==> src/rtl/decode_skid_ctrl.sv <==
// Two-entry skid buffer between fetch and execute. Immediates are formed from
// inst_i on the way in and stored alongside instruction and PC.
module decode_skid_ctrl #(
    parameter int DATA_WIDTH = 64,
    parameter int DEPTH      = 2
) (
    input  logic                  clk_i,
    input  logic                  rst_ni,
    input  logic                  flush_i,
    input  logic                  valid_i,
    output logic                  ready_o,
    input  logic [31:0]           inst_i,
    input  logic [DATA_WIDTH-1:0] pc_i,
    output logic                  valid_o,
    input  logic                  ready_i,
    output logic [31:0]           inst_o,
    output logic [DATA_WIDTH-1:0] pc_o,
    output logic [DATA_WIDTH-1:0] imme_o,
    output logic [2:0]            imm_type_o,
    output logic                  illegal_o
);

    localparam logic [1:0] CNT_FULL = 2'(DEPTH);

    localparam logic [2:0] IMM_NONE = 3'd0;
    localparam logic [2:0] IMM_I    = 3'd1;
    localparam logic [2:0] IMM_S    = 3'd2;
    localparam logic [2:0] IMM_B    = 3'd3;
    localparam logic [2:0] IMM_U    = 3'd4;
    localparam logic [2:0] IMM_J    = 3'd5;

    logic [1:0]            count_q, count_d;
    logic                  wr_ptr_q, wr_ptr_d;
    logic                  rd_ptr_q, rd_ptr_d;
    logic                  push, pop;

    logic [31:0]           inst_q    [2];
    logic [DATA_WIDTH-1:0] pc_q      [2];
    logic [DATA_WIDTH-1:0] imm_q     [2];
    logic [2:0]            type_q    [2];
    logic                  illegal_q [2];

    logic [DATA_WIDTH-1:0] imm_d;
    logic [2:0]            type_d;
    logic                  illegal_d;

    // ready_o depends only on registered count, so there is no ready_i -> ready_o path
    assign ready_o = (count_q != CNT_FULL);
    assign valid_o = (count_q != 2'd0);
    assign push    = valid_i & ready_o & ~flush_i;
    assign pop     = valid_o & ready_i;

    always_comb begin
        imm_d     = '0;
        type_d    = IMM_NONE;
        illegal_d = 1'b0;
        unique case (inst_i[6:0])
            7'h13, 7'h1b, 7'h03, 7'h67: begin
                type_d = IMM_I;
                imm_d  = {{(DATA_WIDTH-12){inst_i[31]}}, inst_i[31:20]};
            end
            7'h23: begin
                type_d = IMM_S;
                imm_d  = {{(DATA_WIDTH-12){inst_i[31]}}, inst_i[31:25], inst_i[11:7]};
            end
            7'h63: begin
                type_d = IMM_B;
                imm_d  = {{(DATA_WIDTH-13){inst_i[31]}}, inst_i[31], inst_i[7],
                          inst_i[30:25], inst_i[11:8], 1'b0};
            end
            7'h6f: begin
                type_d = IMM_J;
                imm_d  = {{(DATA_WIDTH-21){inst_i[31]}}, inst_i[31], inst_i[19:12],
                          inst_i[20], inst_i[30:21], 1'b0};
            end
            7'h37, 7'h17: begin
                type_d = IMM_U;
                imm_d  = {{(DATA_WIDTH-32){inst_i[31]}}, inst_i[31:12], 12'b0};
            end
            7'h33, 7'h3b, 7'h73, 7'h0f: begin
                type_d = IMM_NONE;
            end
            default: begin
                illegal_d = 1'b1;
            end
        endcase
    end

    always_comb begin
        count_d  = count_q;
        wr_ptr_d = wr_ptr_q;
        rd_ptr_d = rd_ptr_q;
        if (flush_i) begin
            count_d  = 2'd0;
            wr_ptr_d = 1'b0;
            rd_ptr_d = 1'b0;
        end else begin
            if (push)
                wr_ptr_d = ~wr_ptr_q;
            if (pop)
                rd_ptr_d = ~rd_ptr_q;
            if (push && !pop)
                count_d = count_q + 2'd1;
            else if (pop && !push)
                count_d = count_q - 2'd1;
        end
    end

    always_ff @(posedge clk_i or negedge rst_ni) begin
        if (!rst_ni) begin
            count_q  <= 2'd0;
            wr_ptr_q <= 1'b0;
            rd_ptr_q <= 1'b0;
        end else begin
            count_q  <= count_d;
            wr_ptr_q <= wr_ptr_d;
            rd_ptr_q <= rd_ptr_d;
        end
    end

    always_ff @(posedge clk_i or negedge rst_ni) begin
        if (!rst_ni) begin
            for (int i = 0; i < 2; i++) begin
                inst_q[i]    <= '0;
                pc_q[i]      <= '0;
                imm_q[i]     <= '0;
                type_q[i]    <= IMM_NONE;
                illegal_q[i] <= 1'b0;
            end
        end else if (push) begin
            inst_q[wr_ptr_q]    <= inst_i;
            pc_q[wr_ptr_q]      <= pc_i;
            imm_q[wr_ptr_q]     <= imm_d;
            type_q[wr_ptr_q]    <= type_d;
            illegal_q[wr_ptr_q] <= illegal_d;
        end
    end

    assign inst_o     = inst_q[rd_ptr_q];
    assign pc_o       = pc_q[rd_ptr_q];
    assign imme_o     = imm_q[rd_ptr_q];
    assign imm_type_o = type_q[rd_ptr_q];
    assign illegal_o  = illegal_q[rd_ptr_q];

endmodule

==> config.mk <==
export PLATFORM = sky130hd
export DESIGN_NAME = decode_skid_ctrl
export DESIGN_NICKNAME = d
export VERILOG_FILES = /design/src/rtl/decode_skid_ctrl.sv
export SDC_FILE = /design/constraint.sdc
export NUM_CORES = 1
export LEC_CHECK = 0
export ABC_AREA = 1
export BUFFER_PORTS_ARGS = -buffer_cell sky130_fd_sc_hd__buf_2
export CORE_MARGIN = 2
export CORE_UTILIZATION = 55
export DETAILED_ROUTE_END_ITERATION = 8
export GPL_TIMING_DRIVEN = 0
export MAX_ROUTING_LAYER = met4
export PLACE_DENSITY = 0.8
export SYNTH_ARGS = -nofsm -noshare
export SYNTH_HDL_FRONTEND = slang
export SYNTH_SLANG_ARGS = --single-unit
export TNS_END_PERCENT = 100
==> constraint.sdc <==
create_clock -name clk_i -period 2.3 [get_ports clk_i]
set_input_delay 0 -clock clk_i [delete_from_list [all_inputs] [get_ports clk_i]]
set_output_delay 0 -clock clk_i [all_outputs]
set_load 0.02 [all_outputs]
==> impl_metrics.yaml <==
yosys:
  synth_compound_area_share_pct: 8.516
  yosys_warnings: 0
  synth_top_family_by_area: "simple AND/OR/NAND/NOR gates"
  synthFlopType: "dfrtp_1"
  synth-seq-cells: 268
  synthSimpleGateAreaFrac_pct: 29.55
  synth_edf_count: 0
  avgSynthCellArea_um2: 7.636
  synth_mux_area_share_pct: 0
  syn_area_mm2: 0.01275
  synth_fp_nets: 1771
  synthCells: 1670
  synth_xor_area_share_pct: 0
  seq_area_frac_synth_pct: 52.59
  synth_cell_type_count: 27
  synth_fa_ha_area_share_pct: 0
  synthArstFlopShare_pct: 100.0
clock_tree:
  clk_latency_ns: 0.56
  clk_pin_slew_worst_paths_ns: 0.06
  htreeDepth: 1
  cts_tree: "done"
  root_buffer: "clkbuf_16"
  cts_made_buffers: 29
  clk_path_buf_depth: 3
  clock-sinks: 268
sta:
  rsz0062_at_grt: "no"
  max-slew-margin-rel_pct: 48.13
  max_freq_mhz: 447.3
  clock_skew_ns: 0.01057
  finalHoldViolCount: 0
  period_needed_ns: 2.236
  fin_crit_sh_pct: 97.20
  worstMarginPinSlew_ns: 0.7780
  maxSlewViolCount: 0
  layout_setup_ws_ns: 0.06431
  hold_slack_ns: 0.04990
  setup_viol: 0
finish:
  final_nets: 2171
  drive_gt1_share_pct: 21.24
  n_fill_cell: 1730
  area_growth_pct: 30.14
  design_area_mm2: 0.01660
  fin_cells: 2376
  seq_area_mm2: 0.006708
  multiInputGateArea_mm2: 0.004871
die:
  die_h_um: 156.3
  dieWidth_um: 156.3
  floorplan.initialDensity_pct: 56.15
  num_rows: 55
  design.core.area_mm2: 0.02271
  ios: 267
  dieArea_mm2: 0.02442
critical_path:
  critPathKind: "reg2out"
  rrSetupSlack_ns: 0.43
  crit_path_end_kind: "output pin"
  cp.required_ns: 2.30
  worstRegToRegCells: 8
  cp_max_fo: 10
  r2r-end: "pc_q[36]$_DFFE_PN0P_"
  worstSetupStartpointType: "flip-flop"
  cp.arrival_ns: 2.24
  r2r_start: "count_q[0]$_DFFE_PN0P_"
drt:
  vias: 12556
  wl_mm: 38.98
  wl_per_cell_um: 16.40
  drc: 0
  vias_per_cell: 5.285
  drt_pass1_iterations: 7
  antenna_left: 0
  drtIter0Drc: 1102
power_and_ir_drop:
  power.leakage_nw: 9.638
  ir_drop_uv: 722.2
  cellPowerDensity_mw_per_mm2: 907.3
place:
  post-dp-hpwl_mm: 25.36
  placed_cell_area_mm2: 0.01451
  place_ws_ns: -0.5073
  gp_congestion: 0.9322
  io_buffers: 266
  place_inst: 2223
global_routing:
  overflow: 0
  grt_start_max_net_pins: 119
  grt_pass1_vias: 11931
  antenna_found_initial: 0
  grt_usage_pct: 32.52
  grt_pass1_wl_mm: 60.60
hold_path:
  holdCritPathClass: "in2async"
status:
  outcome: "completed"
flow_run:
  max_cap_violations: 0
## registers in the layout (all words and copies together), names as in the netlist
| signal | flops |
|---|---|
| type_q | 6 |
| pc_q | 128 |
| wr_ptr_q | 1 |
| count_q | 2 |
| rd_ptr_q | 1 |
| inst_q | 64 |
| imm_q | 64 |
| illegal_q | 2 |
## power by group
| part | leakage [nW] | switching, mW | internal, mW |
|---|---|---|---|
| registers | 3.44 | 0.550 | 5.74 |
| logic | 5.70 | 2.56 | 1.38 |
| clock network | 0.496 | 1.87 | 2.97 |
| total | 9.64 | 4.97 | 10.1 |
## critical path, cell delays in order, from the launching register on
cell and delay (ns):
dfrtp_2 0.46, clkbuf_2 0.40, clkbuf_1 0.43, nand2_1 0.11, nand2_1 0.10, buf_2 0.16
## area by class of cell
type / count / area share (%)
Buffer: 127 / 4.757
Multi-Input combinational cell: 1162 / 29.35
Sequential cell: 268 / 40.42
Tap cell: 285 / 2.149
Inverter: 112 / 2.578
Antenna cell: 1 / 0.01508
Clock inverter: 6 / 0.7238
Clock buffer: 45 / 5.338
Timing Repair Buffer: 370 / 14.67
## what timing repair did
action | 4_1_cts | 5_1_grt
hold buffers | 102 | 0
setup buffers | 0 | 0
endpoints found under the setup margin | 150 | 116
hold endpoints to repair | 512 | 0
gates resized for setup | 13 | 14
## metal layers
metal  part of all wire (%)  track usage, %  up-vias  wire length, um
met5                      0               -        -                0
met4                    5.0           14.64        0             1940
met3                    8.2           4.209      149             3207
met2                     46           50.20      596            17900
met1                     41           43.47     5894            15930
li1                       -               -     5917                -
## synth_stat cells, types with 2 or more instances
master	count	area [um2]
nand2_1	848	3183
o21ai_0	107	535.5
buf_1	2	7.510
nor2_1	33	123.9
o21ai_1	85	425.4
inv_1	104	390.4
nand2_4	4	45.04
buf_6	14	157.7
nand3_1	59	295.3
inv_4	2	12.51
inv_2	5	18.77
o21ai_2	11	96.34
dfrtp_1	268	6706
nand4_1	2	12.51
nor2_8	2	40.04
a21oi_1	3	15.01
nand3_4	2	35.03
buf_4	36	270.3
clkbuf_1	40	150.1
buf_2	36	180.2
## cells by family (layout without fill, tap and decap cells)
group | after synthesis | after routing
AOI/OAI and AO/OA | 208 | 208
buffers and inverters | 240 | 660
DFF | 268 | 268
other | 0 | 1
and+or+nand+nor | 954 | 954
## cell usage in the layout (no fill, tap or decap), types with 5 or more instances in the layout
| cell type | instances |
|---|---|
| buf_2 | 300 |
| buf_4 | 36 |
| buf_6 | 14 |
| clkbuf_1 | 35 |
| clkbuf_16 | 29 |
| clkbuf_2 | 8 |
| clkbuf_4 | 5 |
| clkbuf_8 | 10 |
| dfrtp_1 | 267 |
| dlygate4sd3_1 | 101 |
| inv_1 | 104 |
| nand2_1 | 847 |
| nand3_1 | 59 |
| nor2_1 | 33 |
| o21ai_0 | 107 |
| o21ai_1 | 85 |
| o21ai_2 | 11 |
## per-stage QoR
stage	power [mW]	util (%)	TNS, ns
6_report	15.06	73.08	0
5_1_grt	15.77	73.07	0
4_1_cts	15.01	73.01	-0.007232
3_5_place_dp	10.04	63.87	-16.50
3_3_place_gp	9.885	63.59	-943.12
2_1_floorplan	8.672	-	0
## how the worst max path moves through the flow
stage          cells after the start                  from              endpoint  slack [ns]
2_1_floorplan                      6  rd_ptr_q$_DFFE_PN0P_            imme_o[32]        0.29
3_3_place_gp                       1                rst_ni  pc_q[72]$_DFFE_PN0P_       -3.49
3_5_place_dp                       7  rd_ptr_q$_DFFE_PN0P_            imme_o[63]       -0.51
4_1_cts                            6  rd_ptr_q$_DFFE_PN0P_            imme_o[23]      -0.004
5_1_grt                            5  rd_ptr_q$_DFFE_PN0P_              pc_o[40]        0.02
6_report                           5  rd_ptr_q$_DFFE_PN0P_              pc_o[42]        0.06
No activity file was read; power rests on OpenSTA's default activity.
